==> src/rtl/iterative_alu.sv <==
// Multi-cycle ALU: single-cycle logic/arithmetic ops plus iterative N-bit shift,
// shift-add multiply and restoring unsigned divide, one step per RUN cycle.
module iterative_alu #(
    parameter int WIDTH = 16
) (
    input  logic             clock,
    input  logic             reset,
    input  logic             start,
    input  logic [3:0]       op,
    input  logic [WIDTH-1:0] a,
    input  logic [WIDTH-1:0] b,
    output logic             ready,
    output logic             done,
    output logic [WIDTH-1:0] d,
    output logic [WIDTH-1:0] d_hi,
    output logic             carry,
    output logic             low,
    output logic             flag,
    output logic             zero,
    output logic             negative
);

    localparam int AMT_W = $clog2(WIDTH);
    localparam int CNT_W = $clog2(WIDTH + 1);

    localparam logic [3:0] OP_ADD    = 4'd0;
    localparam logic [3:0] OP_SUB    = 4'd1;
    localparam logic [3:0] OP_CMP    = 4'd2;
    localparam logic [3:0] OP_AND    = 4'd3;
    localparam logic [3:0] OP_OR     = 4'd4;
    localparam logic [3:0] OP_XOR    = 4'd5;
    localparam logic [3:0] OP_SHIFT  = 4'd6;
    localparam logic [3:0] OP_SHIFTN = 4'd7;
    localparam logic [3:0] OP_MUL    = 4'd8;
    localparam logic [3:0] OP_DIVU   = 4'd9;

    typedef enum logic [1:0] {
        S_IDLE,
        S_RUN,
        S_DONE
    } state_t;

    state_t             r_state;
    state_t             w_state_next;

    logic [3:0]         r_op;
    logic [WIDTH-1:0]   r_hi;
    logic [WIDTH-1:0]   r_lo;
    logic [WIDTH-1:0]   r_opnd;
    logic               r_dir;
    logic               r_c;
    logic [CNT_W-1:0]   r_cnt;

    logic [WIDTH-1:0]   r_d;
    logic [WIDTH-1:0]   r_d_hi;
    logic               r_carry;
    logic               r_low;
    logic               r_flag;
    logic               r_zero;
    logic               r_negative;

    logic               w_accept;
    logic               w_multi;
    logic               w_last;
    logic [AMT_W-1:0]   w_amt;
    logic [CNT_W-1:0]   w_init_cnt;

    logic [WIDTH:0]     w_add;
    logic [WIDTH:0]     w_sub;

    logic [WIDTH-1:0]   w_step_hi;
    logic [WIDTH-1:0]   w_step_lo;
    logic               w_step_c;
    logic [WIDTH:0]     w_mul_sum;
    logic [WIDTH:0]     w_div_rem;
    logic [WIDTH:0]     w_div_diff;

    logic [WIDTH-1:0]   w_res_d;
    logic [WIDTH-1:0]   w_res_hi;
    logic               w_res_carry;
    logic               w_res_low;
    logic               w_res_flag;
    logic               w_res_zero;
    logic               w_res_negative;

    assign ready    = (r_state != S_RUN);
    assign done     = (r_state == S_DONE);
    assign d        = r_d;
    assign d_hi     = r_d_hi;
    assign carry    = r_carry;
    assign low      = r_low;
    assign flag     = r_flag;
    assign zero     = r_zero;
    assign negative = r_negative;

    assign w_accept = start && (r_state != S_RUN);
    assign w_amt    = a[AMT_W-1:0];
    assign w_multi  = (op == OP_MUL) || (op == OP_DIVU) ||
                      ((op == OP_SHIFTN) && (w_amt != '0));
    assign w_init_cnt = (op == OP_SHIFTN) ? CNT_W'(w_amt) : CNT_W'(WIDTH);
    assign w_last   = (r_state == S_RUN) && (r_cnt == CNT_W'(1));

    assign w_add = {1'b0, a} + {1'b0, b};
    assign w_sub = {1'b0, a} - {1'b0, b};

    // FSM state register
    always_ff @(posedge clock) begin
        if (reset) begin
            r_state <= S_IDLE;
        end else begin
            r_state <= w_state_next;
        end
    end

    always_comb begin
        w_state_next = r_state;
        case (r_state)
            S_IDLE, S_DONE: begin
                if (start) begin
                    w_state_next = w_multi ? S_RUN : S_DONE;
                end else begin
                    w_state_next = S_IDLE;
                end
            end
            S_RUN: begin
                if (r_cnt == CNT_W'(1)) begin
                    w_state_next = S_DONE;
                end
            end
            default: w_state_next = S_IDLE;
        endcase
    end

    // One iteration of the active multi-cycle op
    always_comb begin
        w_step_hi  = r_hi;
        w_step_lo  = r_lo;
        w_step_c   = r_c;
        w_mul_sum  = {1'b0, r_hi} + (r_lo[0] ? {1'b0, r_opnd} : '0);
        w_div_rem  = {r_hi, r_lo[WIDTH-1]};
        w_div_diff = w_div_rem - {1'b0, r_opnd};
        case (r_op)
            OP_MUL: begin
                {w_step_hi, w_step_lo} = {w_mul_sum, r_lo[WIDTH-1:1]};
            end
            OP_DIVU: begin
                // Non-negative trial difference means this quotient bit is 1
                if (!w_div_diff[WIDTH]) begin
                    w_step_hi = w_div_diff[WIDTH-1:0];
                    w_step_lo = {r_lo[WIDTH-2:0], 1'b1};
                end else begin
                    w_step_hi = w_div_rem[WIDTH-1:0];
                    w_step_lo = {r_lo[WIDTH-2:0], 1'b0};
                end
            end
            OP_SHIFTN: begin
                if (r_dir) begin
                    w_step_lo = {1'b0, r_lo[WIDTH-1:1]};
                    w_step_c  = r_lo[0];
                end else begin
                    w_step_lo = {r_lo[WIDTH-2:0], 1'b0};
                    w_step_c  = r_lo[WIDTH-1];
                end
            end
            default: ;
        endcase
    end

    // Iteration working registers; only meaningful while in RUN
    always_ff @(posedge clock) begin
        if (w_accept && w_multi) begin
            r_op   <= op;
            r_hi   <= '0;
            r_lo   <= (op == OP_DIVU) ? a : b;
            r_opnd <= (op == OP_MUL) ? a : b;
            r_dir  <= a[WIDTH-1];
            r_c    <= 1'b0;
            r_cnt  <= w_init_cnt;
        end else if (r_state == S_RUN) begin
            r_hi   <= w_step_hi;
            r_lo   <= w_step_lo;
            r_c    <= w_step_c;
            r_cnt  <= r_cnt - CNT_W'(1);
        end
    end

    // Result selection: final iteration while in RUN, else the immediate op
    always_comb begin
        w_res_d        = '0;
        w_res_hi       = '0;
        w_res_carry    = 1'b0;
        w_res_low      = 1'b0;
        w_res_flag     = 1'b0;
        w_res_zero     = 1'b0;
        w_res_negative = 1'b0;
        if (r_state == S_RUN) begin
            case (r_op)
                OP_MUL: begin
                    w_res_d    = w_step_lo;
                    w_res_hi   = w_step_hi;
                    w_res_flag = (w_step_hi != '0);
                    w_res_zero = (w_step_hi == '0) && (w_step_lo == '0);
                end
                OP_DIVU: begin
                    w_res_d    = w_step_lo;
                    w_res_hi   = w_step_hi;
                    w_res_flag = (r_opnd == '0);
                    w_res_zero = (w_step_lo == '0);
                end
                OP_SHIFTN: begin
                    w_res_d     = w_step_lo;
                    w_res_carry = w_step_c;
                end
                default: ;
            endcase
        end else begin
            case (op)
                OP_ADD: begin
                    w_res_d     = w_add[WIDTH-1:0];
                    w_res_carry = w_add[WIDTH];
                    w_res_flag  = (a[WIDTH-1] == b[WIDTH-1]) &&
                                  (w_add[WIDTH-1] != a[WIDTH-1]);
                    w_res_zero  = (w_add[WIDTH-1:0] == '0);
                end
                OP_SUB: begin
                    w_res_d     = w_sub[WIDTH-1:0];
                    w_res_carry = w_sub[WIDTH];
                    w_res_flag  = (a[WIDTH-1] != b[WIDTH-1]) &&
                                  (w_sub[WIDTH-1] != a[WIDTH-1]);
                    w_res_zero  = (w_sub[WIDTH-1:0] == '0);
                end
                OP_CMP: begin
                    w_res_d        = w_sub[WIDTH-1:0];
                    w_res_zero     = (a == b);
                    w_res_low      = (a < b);
                    w_res_negative = ($signed(a) < $signed(b));
                end
                OP_AND: begin
                    w_res_d    = a & b;
                    w_res_zero = ((a & b) == '0);
                end
                OP_OR: begin
                    w_res_d    = a | b;
                    w_res_zero = ((a | b) == '0);
                end
                OP_XOR: begin
                    w_res_d    = a ^ b;
                    w_res_zero = ((a ^ b) == '0);
                end
                OP_SHIFT: begin
                    w_res_d    = a[0] ? {b[WIDTH-2:0], 1'b0} : {1'b0, b[WIDTH-1:1]};
                    w_res_zero = (w_res_d == '0);
                end
                OP_SHIFTN: begin
                    w_res_d = b;
                end
                default: ;
            endcase
        end
    end

    // Architectural outputs change only when an op completes
    always_ff @(posedge clock) begin
        if (reset) begin
            r_d        <= '0;
            r_d_hi     <= '0;
            r_carry    <= 1'b0;
            r_low      <= 1'b0;
            r_flag     <= 1'b0;
            r_zero     <= 1'b0;
            r_negative <= 1'b0;
        end else if ((w_accept && !w_multi) || w_last) begin
            r_d        <= w_res_d;
            r_d_hi     <= w_res_hi;
            r_carry    <= w_res_carry;
            r_low      <= w_res_low;
            r_flag     <= w_res_flag;
            r_zero     <= w_res_zero;
            r_negative <= w_res_negative;
        end
    end

endmodule

==> config.mk <==
export PLATFORM = sky130hd
export DESIGN_NAME = iterative_alu
export DESIGN_NICKNAME = d
export VERILOG_FILES = /design/src/rtl/iterative_alu.sv
export SDC_FILE = /design/constraint.sdc
export NUM_CORES = 1
export LEC_CHECK = 0
export CORE_AREA = 2 2 160 162
export DETAILED_ROUTE_END_ITERATION = 8
export DIE_AREA = 0 0 162 164
export PLACE_DENSITY = 0.69
export SYNTH_ARGS = -nofsm -noshare
export SYNTH_HDL_FRONTEND = slang
export SYNTH_SLANG_ARGS = --single-unit
==> constraint.sdc <==
create_clock -name clock -period 5.21 [get_ports clock]
set_clock_uncertainty 0.1 [all_clocks]
set_input_delay 1.042 -clock clock [delete_from_list [all_inputs] [get_ports clock]]
set_output_delay 1.042 -clock clock [all_outputs]
set_load 0.1 [all_outputs]
==> run metrics <==
Reg power frac=0.342; Peak VDD IR=0.155 mV; dpl ws=0.207 ns; num rows=58; # hold bufs at CTS=0; initial drt markers=1613; DR pass1 iterations=7; Port Buf Inserts=77; worst slew pin tran=1.17 ns; maximum number of pins on one net before global-route repair=59; Clock power frac=0.267; setup total negative slack=0 ns; Clock Path Buffers=2; Post-synth EDFFs=42; CTS Root Cell=clkbuf_16; Clk Latency, worst-skew pair=0.35 ns; crit path launch type=primary input; fraction of the cycle the final worst path needs=0.931; outcome=finished, final reports clean; Post-synth ARST share=0; # diodes=0; Max stage delay on crit path=0.71 ns; DRT Wirelength=41000 um; Die ar.=0.0266 mm2; Pint=1.53 mW; gp weighted congestion=1.03; core area=0.0248 mm2; DR WL/cell=23.9 um; Seq cells post-synth=97; DR DRC count=0; ys flop type=dfxtp_1; Clock Sinks=97; critical path's slowest cell=clkdlybuf4s50_1; layout cell share with drive strength beyond 1=0.0824; critical path's top delay family=simple AND/OR/NAND/NOR gates; Antenna Nets Post-Route=0; Net Switching=1.03 mW; Syn Nets=1406; mapped cell area=0.00978 mm2; first-pass GRT wire length=62000 um; Area growth syn-to-layout=18.9%; CTS-repair resized insts=0; max_cap viols=0; vias in the first global route=10300; post-DP HPWL=32700 um; vias per cell=6.32; gr ovfl total=0; Crit path required time=5.38 ns; top cell type by total area after synthesis=edfxtp_1; register area share after synthesis=0.242; Slew headroom=0.212; io pins=78; worst setup margin=0.361 ns; top-count cell post-synth=nand2_1; max frequency=206 MHz; WS Path Type=primary input to register; most instantiated cells after synthesis=nand2_1, nor2_1, ha_1, o21ai_0, inv_1; final setup vio count=0; Ys Warns=0; GRT Total Usage=0.306; CTS tree=yes; Pins Over Slew Limit=0; crit path time final=4.85 ns; CP dominant cell by count=nor4_1; Cells after Synth=1281; Logic pwr share=0.391; data arrival time of the worst path=5.02 ns; worst path bufs/invs=2; # H-tree levels=3; Synth area leaders=edfxtp_1, dfxtp_1, ha_1, nand2_1, nor2_1; Post-CTS Setup Bufs=0; initial antenna violation count=0; routed vias=10800; CTS buffer count=9; cells along the critical path=clkdlybuf4s50_1 -> inv_1 -> ha_1 -> a211oi_1 -> nor2_1 -> xnor2_1 -> nor4_1 -> nand3b_1 -> nor4b_1 -> nand4_1 -> nor4_1 -> nand2b_1 -> a311oi_2; pwr/cell area=220 mW/mm2; top cell type's share of synthesized area=0.129; Hold Vio Cnt, Final=0; Die X=162 um; Avg Inst Size Synth=7.63 um2; Pleak=4.60 nW; Worst-path clk slew=0.08 ns; Initial Util=0.394; Worst Path Max Fanout=7; RSZ-0062 raised after global routing=false; die height=164 um; Sw Ratio=0.403; HP Class=register to register; Netlist cell types=80; CP Capture Type=register; Nets=1503
-- logic make-up (layout without fill, tap and decap cells) --
group	Yosys count	count (layout)	synth area share
buffers and inverters	145	247	0.0567
xor gates and xnor gates	47	47	0.0421
AOI/OAI and AO/OA	421	421	0.297
muxes	20	20	0.0212
and+or+nand+nor	465	465	0.229
adders and majority gates	86	86	0.113
DFF	97	97	0.242
-- state kept, by name, indices dropped and copies added, names as in the netlist, 2 cells and up --
signal / count
d_hi: 16
r_hi: 16
r_opnd: 16
r_lo: 16
r_cnt: 5
r_state: 2
d: 16
r_op: 4
-- cell usage in the layout (no fill, tap or decap), types with 16 or more instances in the layout --
cell type	count
a211oi_1	24
a21oi_1	67
a22oi_1	25
a31oi_1	21
and2_1	26
buf_4	78
clkdlybuf4s50_1	77
dfxtp_1	55
edfxtp_1	42
ha_1	82
inv_1	71
nand2_1	139
nand2b_1	16
nand3_1	27
nand4_1	18
nor2_1	118
nor3_1	36
nor4_1	25
o21ai_0	75
o21ai_1	19
o22ai_1	16
xnor2_1	41
-- path summary, 6_finish.rpt --
kind	from	end	slack, ns	cells after the start
max	b[1]	zero$_SDFFE_PP0P_	0.36	13
min	d[11]$_SDFFE_PP0P_	d[11]$_SDFFE_PP0P_	0.38	2
min reg2reg	d[11]$_SDFFE_PP0P_	d[11]$_SDFFE_PP0P_	0.38	2
max reg2reg	r_lo[15]$_DFFE_PP_	zero$_SDFFE_PP0P_	0.84	13
-- tightest hold or removal path, cell delays in order, from the launching register on --
cell and delay (ns):
dfxtp_1 0.33, nand2_1 0.06, a21oi_1 0.05
-- power groups by stage --
stage          Clock [mW]  Combinational, mW  Sequential (mW)
2_1_floorplan           0              0.540            0.966
5_1_grt             0.723               1.07            0.880
4_1_cts             0.690              0.978            0.875
3_3_place_gp            0              0.977            0.892
6_report            0.685               1.00            0.876
3_5_place_dp            0              0.975            0.892
-- area by class of cell --
class	count	area, um2
Clock buffer	9	225
Clock inverter	7	81.3
Multi-Input combinational cell	1039	6890
Timing Repair Buffer	156	1380
Fill cell	2494	13200
Inverter	75	282
Tap cell	330	413
Sequential cell	97	2360
-- routing by layer --
metal	track usage	routed length [um]	vias up
met5	0	0	-
li1	-	-	4998
met4	0.131	1970	0
met1	0.396	16800	5092
met2	0.509	18800	620
met3	0.0442	3480	121
-- stage by stage --
stage / util / hold slack (ns) / std cells / instance area [um2] / power (mW)
after global routing: 0.469 / 0.397 / 1713 / 11600 / 2.67
final: 0.469 / 0.380 / 1713 / 11600 / 2.56
after detailed placement: 0.456 / 0.356 / 1697 / 11300 / 1.87
after CTS: 0.469 / 0.380 / 1713 / 11600 / 2.54
after global placement: 0.456 / 0.364 / 1697 / 11300 / 1.87
after floorplan: - / 0.334 / 1281 / 9780 / 1.51
Power figures use the tool's default switching activity.
